<file path="src/rtl/uart_tx_arbiter.sv">
// Round-robin arbiter that lets four requesters share one UART TX front end,
// one whole message at a time, optionally terminating each message with CR/LF.
module uart_tx_arbiter #(
    parameter int APPEND_CRLF = 1,
    parameter int MAX_LEN     = 255
) (
    input  logic        clk,
    input  logic        rst,
    input  logic [3:0]  i_req,
    input  logic [31:0] i_data,
    input  logic [3:0]  i_last,
    output logic [3:0]  o_ack,
    output logic [3:0]  o_grant,
    output logic        o_abort,
    output logic        o_tx_stb,
    output logic [7:0]  o_tx_data,
    input  logic        i_tx_busy,
    output logic        o_busy
);
    typedef enum logic [2:0] {IDLE, SEND, STB, WAIT, CR, LF} state_t;
    typedef enum logic [1:0] {NX_IDLE, NX_SEND, NX_CR, NX_LF} nxt_t;

    state_t          state;
    nxt_t            nxt;
    logic [1:0]      ptr;
    logic [1:0]      gidx;
    logic [1:0]      pick;
    logic            found;
    logic [7:0]      cnt;
    logic [3:0][7:0] req_byte;
    logic            at_max;

    assign req_byte = i_data;
    assign at_max   = (cnt == 8'(MAX_LEN - 1));
    assign o_busy   = (state != IDLE);

    // First requesting index at or above ptr, wrapping modulo 4.
    always_comb begin
        pick  = ptr;
        found = 1'b0;
        for (int i = 0; i < 4; i++) begin
            logic [1:0] c;
            c = ptr + 2'(i);
            if (!found && i_req[c]) begin
                pick  = c;
                found = 1'b1;
            end
        end
    end

    always_ff @(posedge clk) begin
        if (rst) begin
            state     <= IDLE;
            nxt       <= NX_IDLE;
            ptr       <= '0;
            gidx      <= '0;
            cnt       <= '0;
            o_ack     <= '0;
            o_grant   <= '0;
            o_abort   <= 1'b0;
            o_tx_stb  <= 1'b0;
            o_tx_data <= '0;
        end else begin
            o_tx_stb <= 1'b0;
            o_ack    <= '0;
            o_abort  <= 1'b0;
            case (state)
                IDLE: begin
                    if (found) begin
                        o_grant <= 4'(1) << pick;
                        gidx    <= pick;
                        cnt     <= '0;
                        state   <= SEND;
                    end
                end
                SEND: begin
                    if (!i_req[gidx]) begin
                        // Requester withdrew mid-message: close it out without a byte.
                        o_abort <= 1'b1;
                        if (APPEND_CRLF != 0) begin
                            state <= CR;
                        end else begin
                            state   <= IDLE;
                            o_grant <= '0;
                            ptr     <= gidx + 2'd1;
                        end
                    end else if (!i_tx_busy) begin
                        o_tx_stb  <= 1'b1;
                        o_tx_data <= req_byte[gidx];
                        o_ack     <= 4'(1) << gidx;
                        cnt       <= cnt + 8'd1;
                        state     <= STB;
                        if (i_last[gidx] || at_max) begin
                            nxt     <= (APPEND_CRLF != 0) ? NX_CR : NX_IDLE;
                            o_abort <= !i_last[gidx];
                        end else begin
                            nxt <= NX_SEND;
                        end
                    end
                end
                STB: state <= WAIT;
                WAIT: begin
                    if (!i_tx_busy) begin
                        case (nxt)
                            NX_SEND: state <= SEND;
                            NX_CR:   state <= CR;
                            NX_LF:   state <= LF;
                            default: begin
                                state   <= IDLE;
                                o_grant <= '0;
                                ptr     <= gidx + 2'd1;
                            end
                        endcase
                    end
                end
                CR: begin
                    if (!i_tx_busy) begin
                        o_tx_stb  <= 1'b1;
                        o_tx_data <= 8'h0D;
                        nxt       <= NX_LF;
                        state     <= STB;
                    end
                end
                LF: begin
                    if (!i_tx_busy) begin
                        o_tx_stb  <= 1'b1;
                        o_tx_data <= 8'h0A;
                        nxt       <= NX_IDLE;
                        state     <= STB;
                    end
                end
                default: state <= IDLE;
            endcase
        end
    end
endmodule

</file>
<file path="config.mk">
export PLATFORM = sky130hd
export DESIGN_NAME = uart_tx_arbiter
export DESIGN_NICKNAME = d
export VERILOG_FILES = /design/src/rtl/uart_tx_arbiter.sv
export SDC_FILE = /design/constraint.sdc
export NUM_CORES = 1
export LEC_CHECK = 0
export BUFFER_PORTS_ARGS = -buffer_cell sky130_fd_sc_hd__buf_4
export CAP_MARGIN = 40
export CORE_UTILIZATION = 35
export CTS_CLUSTER_DIAMETER = 200
export DETAILED_ROUTE_END_ITERATION = 6
export SYNTH_ARGS = -nofsm -noshare
export SYNTH_HDL_FRONTEND = slang
export SYNTH_SLANG_ARGS = --single-unit
</file>
<file path="constraint.sdc">
create_clock -name clk -period 1.7 [get_ports clk]
set_input_delay 0.34 -clock clk [delete_from_list [all_inputs] [get_ports clk]]
set_output_delay 0.34 -clock clk [all_outputs]
set_load 0.02 [all_outputs]
</file>
### Word level (Yosys, flattened, before mapping)

Index checks and enable logic that the tools add are counted.
Widths: inputs -> output; s select.

* shift-type cells: 2
* add/sub/neg operators: 5
* bitwise logic cells: 4
* div/mod/pow operators: 0
* $lt $le $gt $ge: 5
* multipliers: 0
* muxes and demuxes: 52
* equal/unequal tests: 16
* reduce and logical (&&, ||, !) cells: 23

Operators with widths (number)
* $mux 8: 8
* $pmux 8 s3: 1
* $bmux 8 s2: 1
* $mux 2: 8
* $pmux 8 s2: 1
* $lt 2x3->1 const B: 5
* $mux 1: 15
* $pmux 3 s5: 1
* $ne 2x2->1 const B: 7
* $bmux 1 s2: 6
* $mux 3: 4
* $mux 4: 3
* $pmux 3 s3: 1
* $add 8x1->8 const B: 1
* $eq 8x8->1 const B: 1
* $pmux 4 s2: 1
* $reduce_and 4->1: 2
* $shl 1x2->4 const A: 2
* $eq 3x2->1 const B: 2
* $eq 3x3->1 const B: 2
* $pmux 2 s3: 1
* $reduce_bool 3->1: 2
* $reduce_and 5->1: 1
* $add 2x1->2 const B: 2
* other kinds (16): 29

* output and inout port bits: 19
* memory bits (read-only): 0
* bits in registers: 35
* bits of input ports: 43
* bits in latches: 0
* memories: 0
* RAM bits: 0

### Longest topological paths before layout

Gate-level depths: netlist (run 1).

* depth in word-level cells: 15
* depth in mapped cells: 7
* gate-level depth less buffers: 6

### Least setup slack after synthesis (run 1)

Ideal clock, no wire load.

* path type: register to register
* from: register state[0]
* to: register cnt[7]
* buffers on the path: 2
* clock period less this slack: 1.809 ns
* arrival: 1.690 ns
* stages on the path, launching flop included: 8
* library setup time: 0.120 ns
* setup slack: -0.109 ns
* path through: dfxtp_1 or3b_1 clkbuf_2 or3b_1 buf_6 nor3_4 xnor2_1 nor2_1

* longest elaborated chain between the ends: 3
* elaborated cells on any way between the ends: 8

Ends and longest elaborated chain
* start: declaration: line 23 `state_t state;`
* start signal: assignment: line 53 `state <= IDLE;`
* start signal: assignment: line 73 `state <= SEND;`
* start signal: assignment: line 81 `state <= CR;`
* $eq 3x1->1 / $logic_not 3->1 (equally long branches): line 67 `case (state)`
* $ne 2x2->1 (no line) / $reduce_bool 2->1 (equally long branches)
* $reduce_and 4->1 (no line)
* end signal: assignment: line 91 `cnt <= cnt + 8'd1;`
* end: declaration: line 29 `logic [7:0] cnt;`

Several ways; a longest one is shown, not always the timed one.
A chain may end at the register's enable or synchronous reset.

### Worst setup path in the final report (run 1)

* from: register gidx[0]
* to: register o_ack[1]

* longest elaborated chain between the ends: 4
* elaborated cells on any way between the ends: 5

Ends and longest elaborated chain
* start: declaration: line 26 `logic [1:0] gidx;`
* start signal: assignment: line 71 `gidx <= pick;`
* $bmux 1 s2: line 77 `if (!i_req[gidx]) begin`
* $mux 1 (not written as such): line 77
* $not 1->1 (no line)
* $reduce_or 4->1 (no line)
* end signal: assignment: line 90 `o_ack <= 4'(1) << gidx;`
* end: declaration: line 12 `output logic [3:0] o_ack,`

Several ways; a longest one is shown, not always the timed one. The select of a mux whose other input is x is not followed.

==> impl_results.md, run 1 <==
- Worst hold start: rst
- Hold slack: 0.418 ns
- Worst reg2reg path endpoint: o_ack[1]$_SDFF_PP0_
- Mean Syn Cell Area: 9.03 um^2
- Antenna violations before repair: 0
- Buffers and inverters on the worst path: 2
- Synth area leaders: dfxtp_1 (39%), mux4_2 (12%), nor2_1 (5.4%), a21oi_1 (3.6%), nand2_1 (3.1%)
- CP max-delay cell: or3b_4
- Setup crit end kind: flip-flop
- Nets: 334
- DRT antenna net count: 0
- Top Ports: 62
- RSZ-0062 raised after global routing: true
- Synth top area share: 0.386
- Post-synth net total: 246
- Min-delay worst type: primary input to flip-flop
- Routed vias/inst: 5.13
- DRC Markers: 0
- Design Area, Final: 2780 um^2
- Site row count: 25
- Post-synth EDFFs: 0
- CTS sink cnt: 35
- Root buffer cell: clkbuf_8
- Worst EP arrival: 1.91 ns
- Reg2reg setup slack: 0.002 ns
- Setup-failing EPs final: 0
- Synth Instances: 201
- Async SR Flop Fraction: 0
- Placed cell areas: 2510 um^2
- Netlist cell types: 44
- Status: completed
- Drt pass-1 iters: 4
- CTS buffer count: 5
- Inst Count DP: 345
- Static Leak: 0.00116 uW
- Worst setup path class: flip-flop to flip-flop
- Final core utilization: 0.574
- Top_reg_cell synth: dfxtp_1
- WL final: 5.09 mm
- Sequential fraction of the synthesis area: 0.386
- First-pass GRT wire length: 8.12 mm
- Count leader, synth: dfxtp_1
- CTS Buffer Depth: 2
- DIE AREA: 5480 um^2
- Core Region: 4850 um^2
- Post-Synthesis Cell Area: 1810 um^2
- CP cell instances: mux4_2 > buf_6 > or3b_4 > buf_4 > nor4_1
- CTS Hold Buffers Added: 0
- Hold Fails Final Rpt: 0
- GRT overflow: 0
- Clock Latency Late Sink: 0.30 ns
- CP max FO: 5
- Hold path cells: 2
- Pwr dens: 852 nW/um^2
- Layout area overhead: 53.3%
- Largest net degree at the start of global routing: 32
- Layout Skew: 0.00901 ns
- Share of post-route cells with drive strength above 1: 0.466
- Synth Register Bits: 35
- Initial Util: 0.374
- Top post-synthesis cells by count: dfxtp_1 (35), nor2_1 (26), nand2_1 (15), a21oi_1 (13), nor3_1 (11)
- GPL Wtd Cong: 0.785
- Largest stage delay, worst path: 0.42 ns
- Die X: 74.0 um
- Via Count: 1,833
- Hold Path End: state[2]$_SDFFE_PP0P_
- RR Startpoint: gidx[0]$_SDFFE_PP0P_
- Non-Filler Instances: 357
- Final slew viol count: 0
- Min Tclk post-route: 1.70 ns
- Register-to-Register Path Depth: 5
- Number of port buffers: 61
- Worst path required time: 1.91 ns
- Actual slew at the worst max-slew pin: 0.431 ns
- Cell taking the most area after synthesis: dfxtp_1
- Startpoint Class: flip-flop
- Hpwl dp: 3.59 mm
- Fmax: 589 MHz
- Iter 0 DRT Violations: 150
- Max-cap viol count: 0
- Ys Warns: 0
- CTS tree: built
- CTS clock-pin slew for the worst setup and hold paths: 0.08 ns
- All-Layer GR Usage: 0.198
- Peak VDD IR: 0.417 mV
- Avg WL per Cell: 14.3 um
- Slew margin rel.: 0.709
- N_diodes: 0
- Placement Setup Slack: -0.247 ns
- H-tree depth: 2
- Vias in the first global route: 1,690
- Die height: 74.0 um
- Period utilisation layout: 0.999
- Cell family with most CP delay: simple AND/OR/NAND/NOR gates
- Final WS setup: 0.00206 ns
-- stage by stage --
| stage | total power, uW | setup TNS (ns) |
|---|---|---|
| after floorplan | 1230 | -0.171 |
| after global placement | 1500 | -4.68 |
| after detailed placement | 1500 | -3.14 |
| after CTS | 2340 | 0 |
| after global routing | 2480 | -0.608 |
| final | 2370 | 0 |
-- what timing repair did --
item,CTS,global route
pin swaps,7,10
setup endpoints to repair,19,27
setup buffers,3,2
gates resized for setup,14,18
hold endpoints to repair,0,0
-- logic make-up after synthesis --
kind of cell / Yosys count / share of synthesized area
muxes: 11 / 0.130
xor gates and xnor gates: 7 / 0.0338
DFF: 35 / 0.386
adders and majority gates: 2 / 0.0138
and+or+nand+nor: 91 / 0.262
AOI/OAI and AO/OA: 35 / 0.126
buffers and inverters: 20 / 0.0490
-- power breakdown --
group	internal (uW)	leakage, uW	switching, uW
clock network	475	0.0000612	317
registers	868	0.000286	31.8
logic	358	0.000811	321
-- sequential cells by signal (all words and copies together) (netlist names) --
signal,cells
cnt,8
o_tx_data,8
o_ack,4
o_grant,4
state,3
gidx,2
nxt,2
ptr,2
o_abort,1
o_tx_stb,1
-- area by class of cell --
type,count,area (um^2)
Clock buffer,6,82.6
Clock inverter,2,35.0
Fill cell,456,2070
Inverter,6,22.5
Multi-Input combinational cell,146,1110
Sequential cell,35,707
Tap cell,67,83.8
Timing Repair Buffer,95,742
-- routing by layer --
metal | vias up | part of all wire | track usage
li1 | 905 | - | -
met1 | 862 | 0.44 | 0.270
met2 | 56 | 0.49 | 0.293
met3 | 10 | 0.051 | 0.0488
met4 | 0 | 0.019 | 0.0962
met5 | - | 0 | 0
-- cell usage in the layout (no fill, tap or decap), types with 2 or more instances in the layout --
cell      synthesis  final
a211oi_1          3      2
a21oi_1          13     12
a32oi_1           3      3
and4_1            2      2
buf_4             0     88
buf_6             1      5
clkbuf_8          0      6
dfxtp_1          35     32
dfxtp_2           0      2
ha_1              2      2
inv_1             6      6
mux4_2           10     10
nand2_1          15     15
nand2b_1          3      3
nand3_1           7      7
nand4_1           3      3
nor2_1           26     25
nor2b_1           4      4
nor3_1           11      9
nor3_4            1      2
nor4_1            5      3
nor4_2            0      2
o21ai_0           7      4
o21ai_1           0      2
or2b_1            2      2
or3b_4            0      3
xnor2_1           2      2
xor2_1            5      5
-- how the worst max path moves through the flow --
stage	start	endpoint	slack [ns]	depth (start not counted)
after floorplan	state[2]$_SDFFE_PP0P_	cnt[7]$_SDFFE_PP0P_	-0.07	7
after global placement	i_req[1]	o_tx_data[1]$_SDFFE_PP0P_	-0.30	6
after detailed placement	gidx[0]$_SDFFE_PP0P_	o_abort$_SDFF_PP0_	-0.25	4
after CTS	gidx[0]$_SDFFE_PP0P_	cnt[4]$_SDFFE_PP0P_	0.003	6
after global routing	gidx[0]$_SDFFE_PP0P_	nxt[1]$_SDFFE_PP0P_	-0.06	6
final	gidx[0]$_SDFFE_PP0P_	o_ack[1]$_SDFF_PP0_	0.002	5
No activity file was read; power rests on OpenSTA's default activity.
==> run 2: changes to the inputs <==
REMOVE_ABC_BUFFERS = 1   (was not set)
SKIP_LAST_GASP = 1   (was not set)
==> run 2 against run 1 <==
Against the previous run: global-route usage decreased by 0.82 points; first-iteration DRC count decreased by 33%; largest power group unchanged; critical path type unchanged; non-clock buffer count decreased by 5; combinational power decreased by 7.8%; the run now ends with setup timing left; sequential share of layout area increased by 0.82 points; core utilization decreased by 2.2 points; flip-flop and latch count unchanged; highest routed layer unchanged; fmax decreased by 0.41%.
==> impl_results.md, run 2 (synthesis results as in run 1) <==
- Status: complete, but fails checks
- Failing checks: setup timing
- CTS clock-pin slew for the worst setup and hold paths: 0.07 ns
- DIE AREA: 5480 um^2
- Placement Setup Slack: -0.241 ns
- Peak VDD IR: 0.565 mV
- CP cell instances: mux4_2 > buf_6 > or3b_4 > nor3_4 > xnor2_1 > nor2_1
- CP max FO: 7
- Avg WL per Cell: 14.3 um
- Startpoint Class: flip-flop
- Pwr dens: 796 nW/um^2
- DRC Markers: 0
- CTS sink cnt: 35
- Hold Fails Final Rpt: 0
- DRT antenna net count: 0
- Root buffer cell: clkbuf_8
- CTS Hold Buffers Added: 0
- CTS buffer count: 5
- Largest net degree at the start of global routing: 32
- Worst EP arrival: 1.87 ns
- Final slew viol count: 0
- Site row count: 25
- First-pass GRT wire length: 7.71 mm
- Iter 0 DRT Violations: 101
- Slew margin rel.: 0.774
- Routed vias/inst: 5.02
- Fin Setup TNS: -0.00495 ns
- Drt pass-1 iters: 4
- Number of port buffers: 61
- Min Tclk post-route: 1.70 ns
- Clock Latency Late Sink: 0.29 ns
- RSZ-0062 raised after global routing: true
- Die X: 74.0 um
- H-tree depth: 2
- Actual slew at the worst max-slew pin: 0.339 ns
- Setup crit end kind: flip-flop
- Antenna violations before repair: 0
- Largest registers: cnt x8, o_tx_data x8
- WL final: 5.01 mm
- Worst setup path class: flip-flop to flip-flop
- Via Count: 1,762
- Setup-failing EPs final: 1
- Placed cell areas: 2480 um^2
- Max-cap viol count: 0
- CTS tree: built
- Die height: 74.0 um
- Min-delay worst type: primary input to flip-flop
- All-Layer GR Usage: 0.190
- Hpwl dp: 3.78 mm
- Period utilisation layout: 1.00
- Vias in the first global route: 1,668
- CTS Buffer Depth: 2
- CP max-delay cell: or3b_4
- Share of post-route cells with drive strength above 1: 0.430
- GRT overflow: 0
- Most frequent cells in the layout: buf_4 (85), dfxtp_1 (34), nor2_1 (26)
- Worst path required time: 1.87 ns
- Nets: 329
- Layout area overhead: 47.4%
- Static Leak: 0.00110 uW
- Layout Skew: 0.00730 ns
- Fmax: 587 MHz
- GPL Wtd Cong: 0.868
- Largest stage delay, worst path: 0.42 ns
- Initial Util: 0.374
- Final WS setup: -0.00495 ns
- Final core utilization: 0.552
- Design Area, Final: 2680 um^2
- Top Ports: 62
- N_diodes: 0
- Core Region: 4850 um^2
- Commonest non-fill, non-tap cell in the layout: buf_4
[run 2: changes by cell type in the layout (fill, tap and decap cells not counted), moves of 2 or more]
cell	delta
or3b_4	-2
o21ai_0	+3
buf_4	-3
o21ai_1	-2
buf_6	-2
dfxtp_1	+2
[run 2: what timing repair did]
item,CTS,global route
buffers inserted,1,2
setup endpoints to repair,21,25
resized for setup,8,10
pin swaps,0,4
[run 2: report_power, final]
| group | internal (uW) | switching (uW) |
|---|---|---|
| registers | 867 | 27.4 |
| logic | 324 | 302 |
| clock network | 318 | 292 |
| total | 1510 | 621 |
[run 2: area by class of cell]
type	count	area, um^2
sequential	35	702
clock buffer	6	82.6
tap	67	83.8
clock inverter	1	5.00
fill	451	2170
inverter	6	22.5
multi-input combinational	146	1090
timing repair buffer	90	692
[run 2: layer usage]
layer,share of wire,vias up,global-route usage
li1,-,895,-
met4,0.010,0,0.0769
met2,0.50,33,0.301
met1,0.45,828,0.252
met5,0,-,0
met3,0.040,6,0.0393
[run 2: worst max-delay path: cells and delay by family (launching register included)]
| kind | cells | cell delay, ns |
|---|---|---|
| muxes | 1 | 0.39 |
| buffers and inverters | 1 | 0.13 |
| xor gates and xnor gates | 1 | 0.13 |
| DFF | 1 | 0.34 |
| and+or+nand+nor | 3 | 0.60 |
[run 2: worst paths after layout]
kind | from | to | slack [ns] | cells past startpoint
setup / recovery | gidx[0]$_SDFFE_PP0P_ | cnt[7]$_SDFFE_PP0P_ | -0.005 | 6
hold reg to reg | o_tx_data[7]$_SDFFE_PP0P_ | o_tx_data[7]$_SDFFE_PP0P_ | 0.46 | 2
hold / removal | i_tx_busy | o_tx_data[4]$_SDFFE_PP0P_ | 0.40 | 4
setup reg to reg | gidx[0]$_SDFFE_PP0P_ | cnt[7]$_SDFFE_PP0P_ | -0.005 | 6
[run 2: metrics by stage]
step / hold slack (ns) / std cells / total power, uW
after floorplan: 0.409 / 187 / 1200
after global placement: 0.444 / 340 / 1490
after detailed placement: 0.450 / 341 / 1490
after CTS: 0.394 / 349 / 2120
after global routing: 0.414 / 351 / 2250
final: 0.399 / 351 / 2130
